--- src/rtl/serial_addsub_pkg.sv ---
// serial_addsub_pkg: shared types and sizing helpers for the digit-serial
// adder/subtractor.
package serial_addsub_pkg;

  // Control states of the serial adder.
  typedef enum logic [1:0] {
    IDLE = 2'd0,
    BUSY = 2'd1,
    DONE = 2'd2
  } state_e;

  // Width of the digit counter for a given digit count. A single-digit
  // instance still needs a 1-bit counter so the register is never zero-width.
  function automatic int cnt_width(input int ndig);
    int w;
    if (ndig > 1) begin
      w = $clog2(ndig);
    end else begin
      w = 1;
    end
    return w;
  endfunction

endpackage

--- src/rtl/serial_addsub_digit_adder.sv ---
// digit_adder: combinational DIGIT-bit ripple of full adders. Besides the sum
// and carry out it exposes the carry into its MSB, needed for signed overflow.
module digit_adder #(
  parameter int DIGIT = 4
) (
  input  logic [DIGIT-1:0] a,
  input  logic [DIGIT-1:0] b,
  input  logic             cin,
  output logic [DIGIT-1:0] s,
  output logic             cout,
  output logic             c_msb
);

  logic [DIGIT-1:0] s_s;
  logic             carry_s;
  logic             carry_next_s;

  // Ripple the carry through DIGIT full adders, least-significant bit first.
  always_comb begin
    s_s          = '0;
    carry_s      = cin;
    carry_next_s = 1'b0;
    for (int i = 0; i < DIGIT; i++) begin
      s_s[i]       = a[i] ^ b[i] ^ carry_s;
      carry_next_s = (a[i] & b[i]) | (carry_s & (a[i] ^ b[i]));
      carry_s      = carry_next_s;
    end
  end

  assign s     = s_s;
  assign cout  = carry_s;
  // The carry into the MSB is recovered from the MSB's own sum bit.
  assign c_msb = s_s[DIGIT-1] ^ a[DIGIT-1] ^ b[DIGIT-1];

endmodule

--- src/rtl/serial_addsub.sv ---
// serial_addsub: multi-cycle adder/subtractor processing DIGIT bits per clock,
// least-significant digit first, with valid/ready handshakes on both sides.
module serial_addsub
  import serial_addsub_pkg::*;
#(
  parameter int WIDTH = 20,
  parameter int DIGIT = 4
) (
  input  logic             clk,
  input  logic             rst_n,
  input  logic             in_valid,
  output logic             in_ready,
  input  logic [WIDTH-1:0] a,
  input  logic [WIDTH-1:0] b,
  input  logic             sub,
  input  logic             c_in,
  output logic             out_valid,
  input  logic             out_ready,
  output logic [WIDTH-1:0] sum,
  output logic             c_out,
  output logic             ovf
);

  localparam int NDIG = WIDTH / DIGIT;
  localparam int CW   = cnt_width(NDIG);
  localparam logic [CW-1:0] LAST_DIG = CW'(NDIG - 1);

  state_e           state_r;
  logic [WIDTH-1:0] a_sh_r;
  logic [WIDTH-1:0] b_sh_r;
  logic [WIDTH-1:0] sum_r;
  logic             carry_r;
  logic [CW-1:0]    cnt_r;
  logic             c_out_r;
  logic             ovf_r;
  logic             in_ready_r;
  logic             out_valid_r;

  logic [DIGIT-1:0] dig_s;
  logic             dig_cout_s;
  logic             dig_cmsb_s;
  logic [WIDTH-1:0] sum_next_s;

  digit_adder #(
    .DIGIT (DIGIT)
  ) u_digit_adder (
    .a     (a_sh_r[DIGIT-1:0]),
    .b     (b_sh_r[DIGIT-1:0]),
    .cin   (carry_r),
    .s     (dig_s),
    .cout  (dig_cout_s),
    .c_msb (dig_cmsb_s)
  );

  // The new digit enters at the top of the sum register; after NDIG shifts
  // the first digit has reached bit 0.
  generate
    if (NDIG == 1) begin : g_single
      assign sum_next_s = dig_s;
    end else begin : g_multi
      assign sum_next_s = {dig_s, sum_r[WIDTH-1:DIGIT]};
    end
  endgenerate

  // Handshake FSM together with the operand, carry, counter and result registers.
  always_ff @(posedge clk or negedge rst_n) begin
    if (!rst_n) begin
      state_r     <= IDLE;
      a_sh_r      <= '0;
      b_sh_r      <= '0;
      sum_r       <= '0;
      carry_r     <= 1'b0;
      cnt_r       <= '0;
      c_out_r     <= 1'b0;
      ovf_r       <= 1'b0;
      in_ready_r  <= 1'b1;
      out_valid_r <= 1'b0;
    end else begin
      case (state_r)
        IDLE: begin
          if (in_valid) begin
            a_sh_r      <= a;
            // Subtraction is a + ~b + !c_in, so B is stored inverted and the
            // carry register starts at the complemented borrow.
            b_sh_r      <= sub ? ~b : b;
            carry_r     <= c_in ^ sub;
            cnt_r       <= '0;
            state_r     <= BUSY;
            in_ready_r  <= 1'b0;
            out_valid_r <= 1'b0;
          end
        end
        BUSY: begin
          a_sh_r  <= a_sh_r >> DIGIT;
          b_sh_r  <= b_sh_r >> DIGIT;
          sum_r   <= sum_next_s;
          carry_r <= dig_cout_s;
          cnt_r   <= cnt_r + CW'(1);
          if (cnt_r == LAST_DIG) begin
            c_out_r     <= dig_cout_s;
            ovf_r       <= dig_cmsb_s ^ dig_cout_s;
            state_r     <= DONE;
            out_valid_r <= 1'b1;
          end
        end
        DONE: begin
          if (out_ready) begin
            state_r     <= IDLE;
            in_ready_r  <= 1'b1;
            out_valid_r <= 1'b0;
          end
        end
        default: begin
          state_r     <= IDLE;
          in_ready_r  <= 1'b1;
          out_valid_r <= 1'b0;
        end
      endcase
    end
  end

  assign in_ready  = in_ready_r;
  assign out_valid = out_valid_r;
  assign sum       = sum_r;
  assign c_out     = c_out_r;
  assign ovf       = ovf_r;

endmodule

--- config.mk ---
export PLATFORM = sky130hd
export DESIGN_NAME = serial_addsub
export DESIGN_NICKNAME = d
export VERILOG_FILES = /design/src/rtl/serial_addsub_pkg.sv /design/src/rtl/serial_addsub_digit_adder.sv /design/src/rtl/serial_addsub.sv
export SDC_FILE = /design/constraint.sdc
export NUM_CORES = 1
export LEC_CHECK = 0
export ABC_AREA = 1
export BUFFER_PORTS_ARGS = -buffer_cell sky130_fd_sc_hd__buf_2
export CORE_ASPECT_RATIO = 0.75
export CORE_MARGIN = 1.5
export CORE_UTILIZATION = 40
export DETAILED_ROUTE_END_ITERATION = 10
export PLACE_DENSITY_LB_ADDON = 0.2
export REMOVE_ABC_BUFFERS = 1
export SETUP_SLACK_MARGIN = 0.5
export SLEW_MARGIN = 20
export SYNTH_ARGS = -nofsm -noshare
export SYNTH_HDL_FRONTEND = slang
export SYNTH_SLANG_ARGS = --single-unit
export TNS_END_PERCENT = 50
--- constraint.sdc ---
create_clock -name clk -period 2.2 [get_ports clk]
set_input_delay 0.33 -clock clk [delete_from_list [all_inputs] [get_ports clk]]
set_output_delay 0.33 -clock clk [all_outputs]
set_load 0.01 [all_outputs]
### Word-level counts from Yosys, hierarchy flattened

Cells that the tools add are included.

* register bits: 70
* word-level logic and storage cells: 68

* add/sub/neg operators: 1
* equal/unequal tests: 6
* muxes and demuxes: 19
* bitwise gates (word level): 26
* reductions and logical operators: 6

Operators with widths (number)
* 20-bit one-hot mux with 2 select lines: 2
* 20-bit two-way mux: 3
* 20-bit inverter: 1
* 1-bit XOR: 12
* 1-bit AND: 8
* 2-bit two-way mux: 3
* 2-bit inequality test, second input constant: 3
* 1-bit one-hot mux with 3 select lines: 2
* 2-bit one-hot mux with 3 select lines: 1
* 3-bit one-hot mux with 2 select lines: 1
* 3-bit AND reduction: 2
* 1-bit two-way mux: 5
* 1-bit OR: 4
* 2-bit AND reduction: 2
* 3-bit by 1-bit adder with 3-bit output, second input constant: 1
* 3-bit == test, second input constant: 1
* 3-bit two-way mux: 1
* 2-bit by 1-bit == test with 1-bit output, second input constant: 1
* 2-bit == test, second input constant: 1
* 2-bit logical NOT: 1
* 1-bit one-hot mux with 2 select lines: 1
* 2-bit nonzero test: 1
* 1-bit inverter: 1

### Longest topological paths before layout

* depth in word-level cells: 11
* mapped depth: 13
* depth with buffers taken out: 13

### Cells and area by module

A second synthesis with hierarchy kept.

* cells, all modules: 434
* area total of the unflattened synthesis: 3390.8 µm²

Modules (own cells, without submodules)
* serial_addsub: instances 1, cells each 413, area an instance 3244.4 µm²
* digit_adder: instances 1, cells each 21, area an instance 146.4 µm²

### Worst setup path after synthesis

OpenSTA, ideal clock, no wires.

* path kind: reg2reg
* from: reg a_sh_r[0]
* to: reg ovf_r, in the netlist ovf
* setup time: 0.117 ns
* data arrival time: 2.216 ns
* data required time: 2.083 ns
* slack: -0.133 ns
* cell stages (with the launch flop): 12
* path buffers: 0
* period minus slack after synthesis: 2.333 ns
* cell sequence: dfrtp_1 -> fa_1 -> inv_1 -> fa_1 -> inv_1 -> fa_1 -> inv_1 -> fa_1 -> xnor2_1 -> nand2_1 -> nand3_1 -> nand2_1

* cells in the longest elaborated chain, start to end: 11

Ends and longest elaborated chain
* from (decl): RTL line serial_addsub.sv:29 `logic [WIDTH-1:0] a_sh_r;`
* from (signal assigned): RTL line serial_addsub.sv:94 `a_sh_r <= a_sh_r >> DIGIT;`
* 1-bit XOR: RTL line serial_addsub_digit_adder.sv:25 `carry_next_s = (a[i] & b[i]) | (carry_s & (a[i] ^ b[i]));`
* 1-bit AND: RTL line serial_addsub_digit_adder.sv:25
* 1-bit OR (*): RTL line serial_addsub_digit_adder.sv:25
* 1-bit AND (*): RTL line serial_addsub_digit_adder.sv:25
* 1-bit OR (*): RTL line serial_addsub_digit_adder.sv:25
* 1-bit AND (*): RTL line serial_addsub_digit_adder.sv:25
* 1-bit OR (*): RTL line serial_addsub_digit_adder.sv:25
* 1-bit XOR: RTL line serial_addsub_digit_adder.sv:24 `s_s[i] = a[i] ^ b[i] ^ carry_s;`
* 1-bit XOR (2 in series): RTL line serial_addsub_digit_adder.sv:33 `assign c_msb = s_s[DIGIT-1] ^ a[DIGIT-1] ^ b[DIGIT-1];`
* 1-bit XOR (*): RTL line serial_addsub.sv:101 `ovf_r <= dig_cmsb_s ^ dig_cout_s;`
* to (signal assigned): RTL line serial_addsub.sv:101
* to (decl): RTL line serial_addsub.sv:35 `logic ovf_r;`

Mark *: on every way between the ends. The rest lies on a longest branch, timed or not.
A chain may end at the register's enable or synchronous reset.

### Final worst setup path

* from: reg carry_r
* to: reg ovf_r, in the netlist ovf

* cells in the longest elaborated chain, start to end: 10

Ends and longest elaborated chain
* from (decl): RTL line serial_addsub.sv:32 `logic carry_r;`
* from (signal assigned): RTL line serial_addsub.sv:86 `carry_r <= c_in ^ sub;`
* from (signal assigned): RTL line serial_addsub.sv:97 `carry_r <= dig_cout_s;`
* 1-bit AND (*): RTL line serial_addsub_digit_adder.sv:25
* 1-bit OR (*): RTL line serial_addsub_digit_adder.sv:25
* 1-bit AND (*): RTL line serial_addsub_digit_adder.sv:25
* 1-bit OR (*): RTL line serial_addsub_digit_adder.sv:25
* 1-bit AND (*): RTL line serial_addsub_digit_adder.sv:25
* 1-bit OR (*): RTL line serial_addsub_digit_adder.sv:25
* 1-bit XOR: RTL line serial_addsub_digit_adder.sv:24
* 1-bit XOR (2 in series): RTL line serial_addsub_digit_adder.sv:33
* 1-bit XOR (*): RTL line serial_addsub.sv:101

Marked as above.

==> results.md <==
- The reported max-cap violation count is 0.
- The final reports fail on negative setup slack.
- Measured along the y axis, the die boundary spans 80.8 um.
- The reg-to-reg critical path startpoint is carry_r.
- Across all layers, the routed design uses 2,607 vias.
- For this design the static power due to leakage is 2.01 nW.
- The number of antenna diodes in the final layout is 0.
- The flow ran to the end, but the final reports show violations.
- Across the whole layout, storage elements account for 1730 sq um.
- By area the synthesized netlist is led by sky130_fd_sc_hd__dfrtp_1 53%, sky130_fd_sc_hd__nand2_1 14%, sky130_fd_sc_hd__nand3_1 10%.
- In this run the most critical hold path is launched from out_ready.
- In this run, CTS created clock tree buffers numbering 9.
- The global-route wire length before repair is 12.0 mm.
- The count of final max-slew check failures is 0.
- The area overhead of the layout relative to synthesis is 22.6%.
- The required arrival time at the worst endpoint is 2.43 ns.
- Dividing total power by cell area gives a power density of 1390 nW/um^2.
- The met2 usage in global routing is 0.283.
- The post-route setup TNS is -0.147 ns.
- The worst IR drop on VDD is 0.000714 V.
- For this run, global-route usage on met1 was measured as 0.242.
- The post-synthesis register bit count is 69.
- The number of enable flip-flop cells after synthesis is 0.
- Setup repair after global routing could not meet its margin everywhere.
- The final layout net count is 488.
- The number of design rule violations left after detail routing is 0.
- The CTS tree is yes.
- The library cell used most frequently in the layout, excluding fill and tap cells, is sky130_fd_sc_hd__nand2_1.
- The floorplan step defined a die boundary enclosing 8620 sq um.
- OpenSTA, run right after detailed placement, puts the worst setup slack at -0.290 ns.
- The top-area cell type share of the netlist area is 0.527.
- The HPWL after detailed placement is 4.83 mm.
- The slew at the pin closest to its max-slew limit is 0.619 ns.
- The type of the worst setup path is flip-flop to flip-flop.
- The nature of the critical path startpoint is a flip-flop.
- In this run the tool buffered the top-level ports with 69 buffer cells.
- The multi-input combinational cells in the finished layout cover a total of 1310 sq um.
- Entering global routing, the biggest net connects 38 pins.
- The placeable core region is 7850 sq um.
- After filler insertion, the fill cell instance count of the layout stands at 805.
- The share of the Yosys chip area taken by registers is 0.535.
- No sink is reached through more buffers than the 2 on the longest clock path.
- The cell taking the most area after synthesis is sky130_fd_sc_hd__dfrtp_1.
- The global-route total usage across every layer is 0.180.
- The maximum clock frequency is 0.426 GHz.
- For this run, asynchronously set or reset flops after synthesis account for 1.00.
- Subtracting the final worst setup slack from the clock period gives 2.35 ns.
- Measured along the x axis, the die boundary spans 107 um.
- The clock drives 69 sinks.
- The element type at the critical path end is a flip-flop.
- In this run, distinct cell masters in the synthesized netlist total 21.
- Setup violations remaining at the end of the flow were counted as 1.
- At the end of routability-driven placement, the weighted congestion stood at 0.832.
- Wires add up to 7.02 mm.
- The count of mapped cells out of synthesis is 367.
- The number of endpoints with negative hold slack in the final report is 0.
- After clock tree synthesis, the setup repair step added 0 buffers.
- The tree is rooted in a sky130_fd_sc_hd__clkbuf_8.
- Leaving out fill and tap cells, the most frequent cells in the layout are 116 x sky130_fd_sc_hd__nand2_1, 68 x sky130_fd_sc_hd__dfrtp_1, 68 x sky130_fd_sc_hd__buf_2.
- Each instance of the synthesized netlist takes up on average 8.79 sq um.
- The post-route clock skew is 0.00607 ns.
- The floorplan has 28 rows.
- The classification of the worst-slack hold path is input pin to flip-flop.
- The first-pass detailed-route iteration total is 5.
- The number of top-level pins is 70.
- Data arrives at the worst endpoint at 2.57 ns.
- The most used flip-flop cell after synthesis is sky130_fd_sc_hd__dfrtp_1.
- The clock latency reported for the late side of the worst-skew pair is 0.34 ns.
- The count of routing violations after the opening detailed-route iteration is 103.
- The final cycle utilization of the critical path is 1.07.
- The total congestion overflow is 0.
- The clock edge transition at the registers on the reported setup and hold paths is 0.07 ns.
- The H-tree was split into 3 levels.
- The number of antenna violations at the first check in global routing is 0.
- For met3 alone, demand over resource in global routing was 0.0474.
- For this run, the number of Yosys warnings is 0.
- The highest-utilization routing layer at the global route stage is met2.
- Of the cells placed in the final design, the portion with a size suffix greater than 1 is 0.245.
- Tracing the worst setup path back leads to its startpoint at carry_r.
- After detailed routing, the average wire length per cell comes to 12.9 um.
- The initial core utilization is 0.411.
- The number of global-route vias before repair is 2,542.
- In the post-route analysis, the smallest setup slack over all paths is -0.147 ns.
- The relative max-transition margin is 0.587.
- Along the worst path, the maximum fanout reaches 4.
- In the routed layout, each cell is associated on average with a via count of 4.77.
- The count of nets left with antenna violations after detail routing is 0.
- The cell area after technology mapping is 3230 sq um.
-- flip-flops by register name, indices dropped and copies added, names as in the netlist --
register   flops
a_sh_r        20
carry_r        1
sum           20
state_r        1
cnt_r          3
out_valid      1
in_ready       1
b_sh_r        20
ovf            1
c_out          1
-- logic make-up (layout without fill, tap and decap cells) --
group	count (synthesis)	after routing	share of synthesized area
compound gates	37	37	0.0640
fa+ha+maj	6	6	0.0326
simple gates	185	185	0.244
xor+xnor	22	22	0.0597
flops	69	69	0.535
buf+inv	48	122	0.0648
-- what timing repair did --
item	CTS	global route
endpoints found under the hold margin	31	0
pin swaps	5	1
hold buffers	1	0
gates resized for setup	6	2
endpoints found under the setup margin	5	5
-- per-layer routing --
layer,share of wire,wire [um]
met1,0.49,3430
met2,0.45,3150
met3,0.062,435
met4,0.0011,8
met5,0,0
-- critical path, cell delays in order (launching register included) --
cell and delay [ns]:
sky130_fd_sc_hd__dfrtp_1 0.40, sky130_fd_sc_hd__fa_2 0.39, sky130_fd_sc_hd__inv_2 0.06, sky130_fd_sc_hd__fa_1 0.16
sky130_fd_sc_hd__inv_2 0.04, sky130_fd_sc_hd__fa_2 0.33, sky130_fd_sc_hd__inv_2 0.07, sky130_fd_sc_hd__fa_2 0.46
sky130_fd_sc_hd__inv_1 0.07, sky130_fd_sc_hd__nand2_1 0.04, sky130_fd_sc_hd__nand2_1 0.05, sky130_fd_sc_hd__nand2_1 0.05
sky130_fd_sc_hd__nand3_1 0.07, sky130_fd_sc_hd__nand2_1 0.06
-- path summary, 6_finish.rpt --
| path | endpoint | slack (ns) | cells after the start |
|---|---|---|---|
| min in group asynchronous | sum[3] | 0.48 | 2 |
| worst max register to register | ovf | -0.15 | 13 |
| max in group asynchronous | a_sh_r[6] | 1.09 | 3 |
| worst min-delay path | out_valid | 0.17 | 2 |
| worst min register to register | in_ready | 0.47 | 2 |
| worst max-delay path | ovf | -0.15 | 13 |
-- per-stage QoR --
step	power, mW	hold slack (ns)	instance area [sq um]	std cells	util
4_1_cts	5.56	0.149	3950	546	0.503
5_1_grt	6.02	0.171	3960	546	0.504
3_5_place_dp	4.28	0.314	3690	529	0.470
2_1_floorplan	3.46	0.0344	3120	346	-
6_report	5.51	0.168	3960	546	0.504
3_3_place_gp	4.22	0.314	3690	529	0.470
-- cell usage after synthesis, types with 4 or more instances --
cell type                  instances
sky130_fd_sc_hd__nand2_1         117
sky130_fd_sc_hd__xnor2_1           5
sky130_fd_sc_hd__o21ai_0          27
sky130_fd_sc_hd__fa_1              4
sky130_fd_sc_hd__o211ai_1          7
sky130_fd_sc_hd__inv_1            24
sky130_fd_sc_hd__dfrtp_1          68
sky130_fd_sc_hd__nand3_1          65
sky130_fd_sc_hd__clkbuf_1          4
sky130_fd_sc_hd__xor2_1           17
sky130_fd_sc_hd__buf_2            14
-- report_power, final --
part | switching [mW] | total, mW | internal [mW]
clock | 0.460 | 1.22 | 0.761
sequential | 0.294 | 2.10 | 1.81
combinational | 1.35 | 2.18 | 0.831
total | 2.11 | 5.51 | 3.40
-- area by class of cell --
class                           count  area share
Clock inverter                      3      0.0165
Inverter                           27      0.0256
Clock buffer                       13      0.0452
Sequential cell                    69       0.437
Tap cell                          105      0.0332
Multi-Input combinational cell    250       0.332
Timing Repair Buffer               79       0.111
No activity file was read; power rests on OpenSTA's default activity.
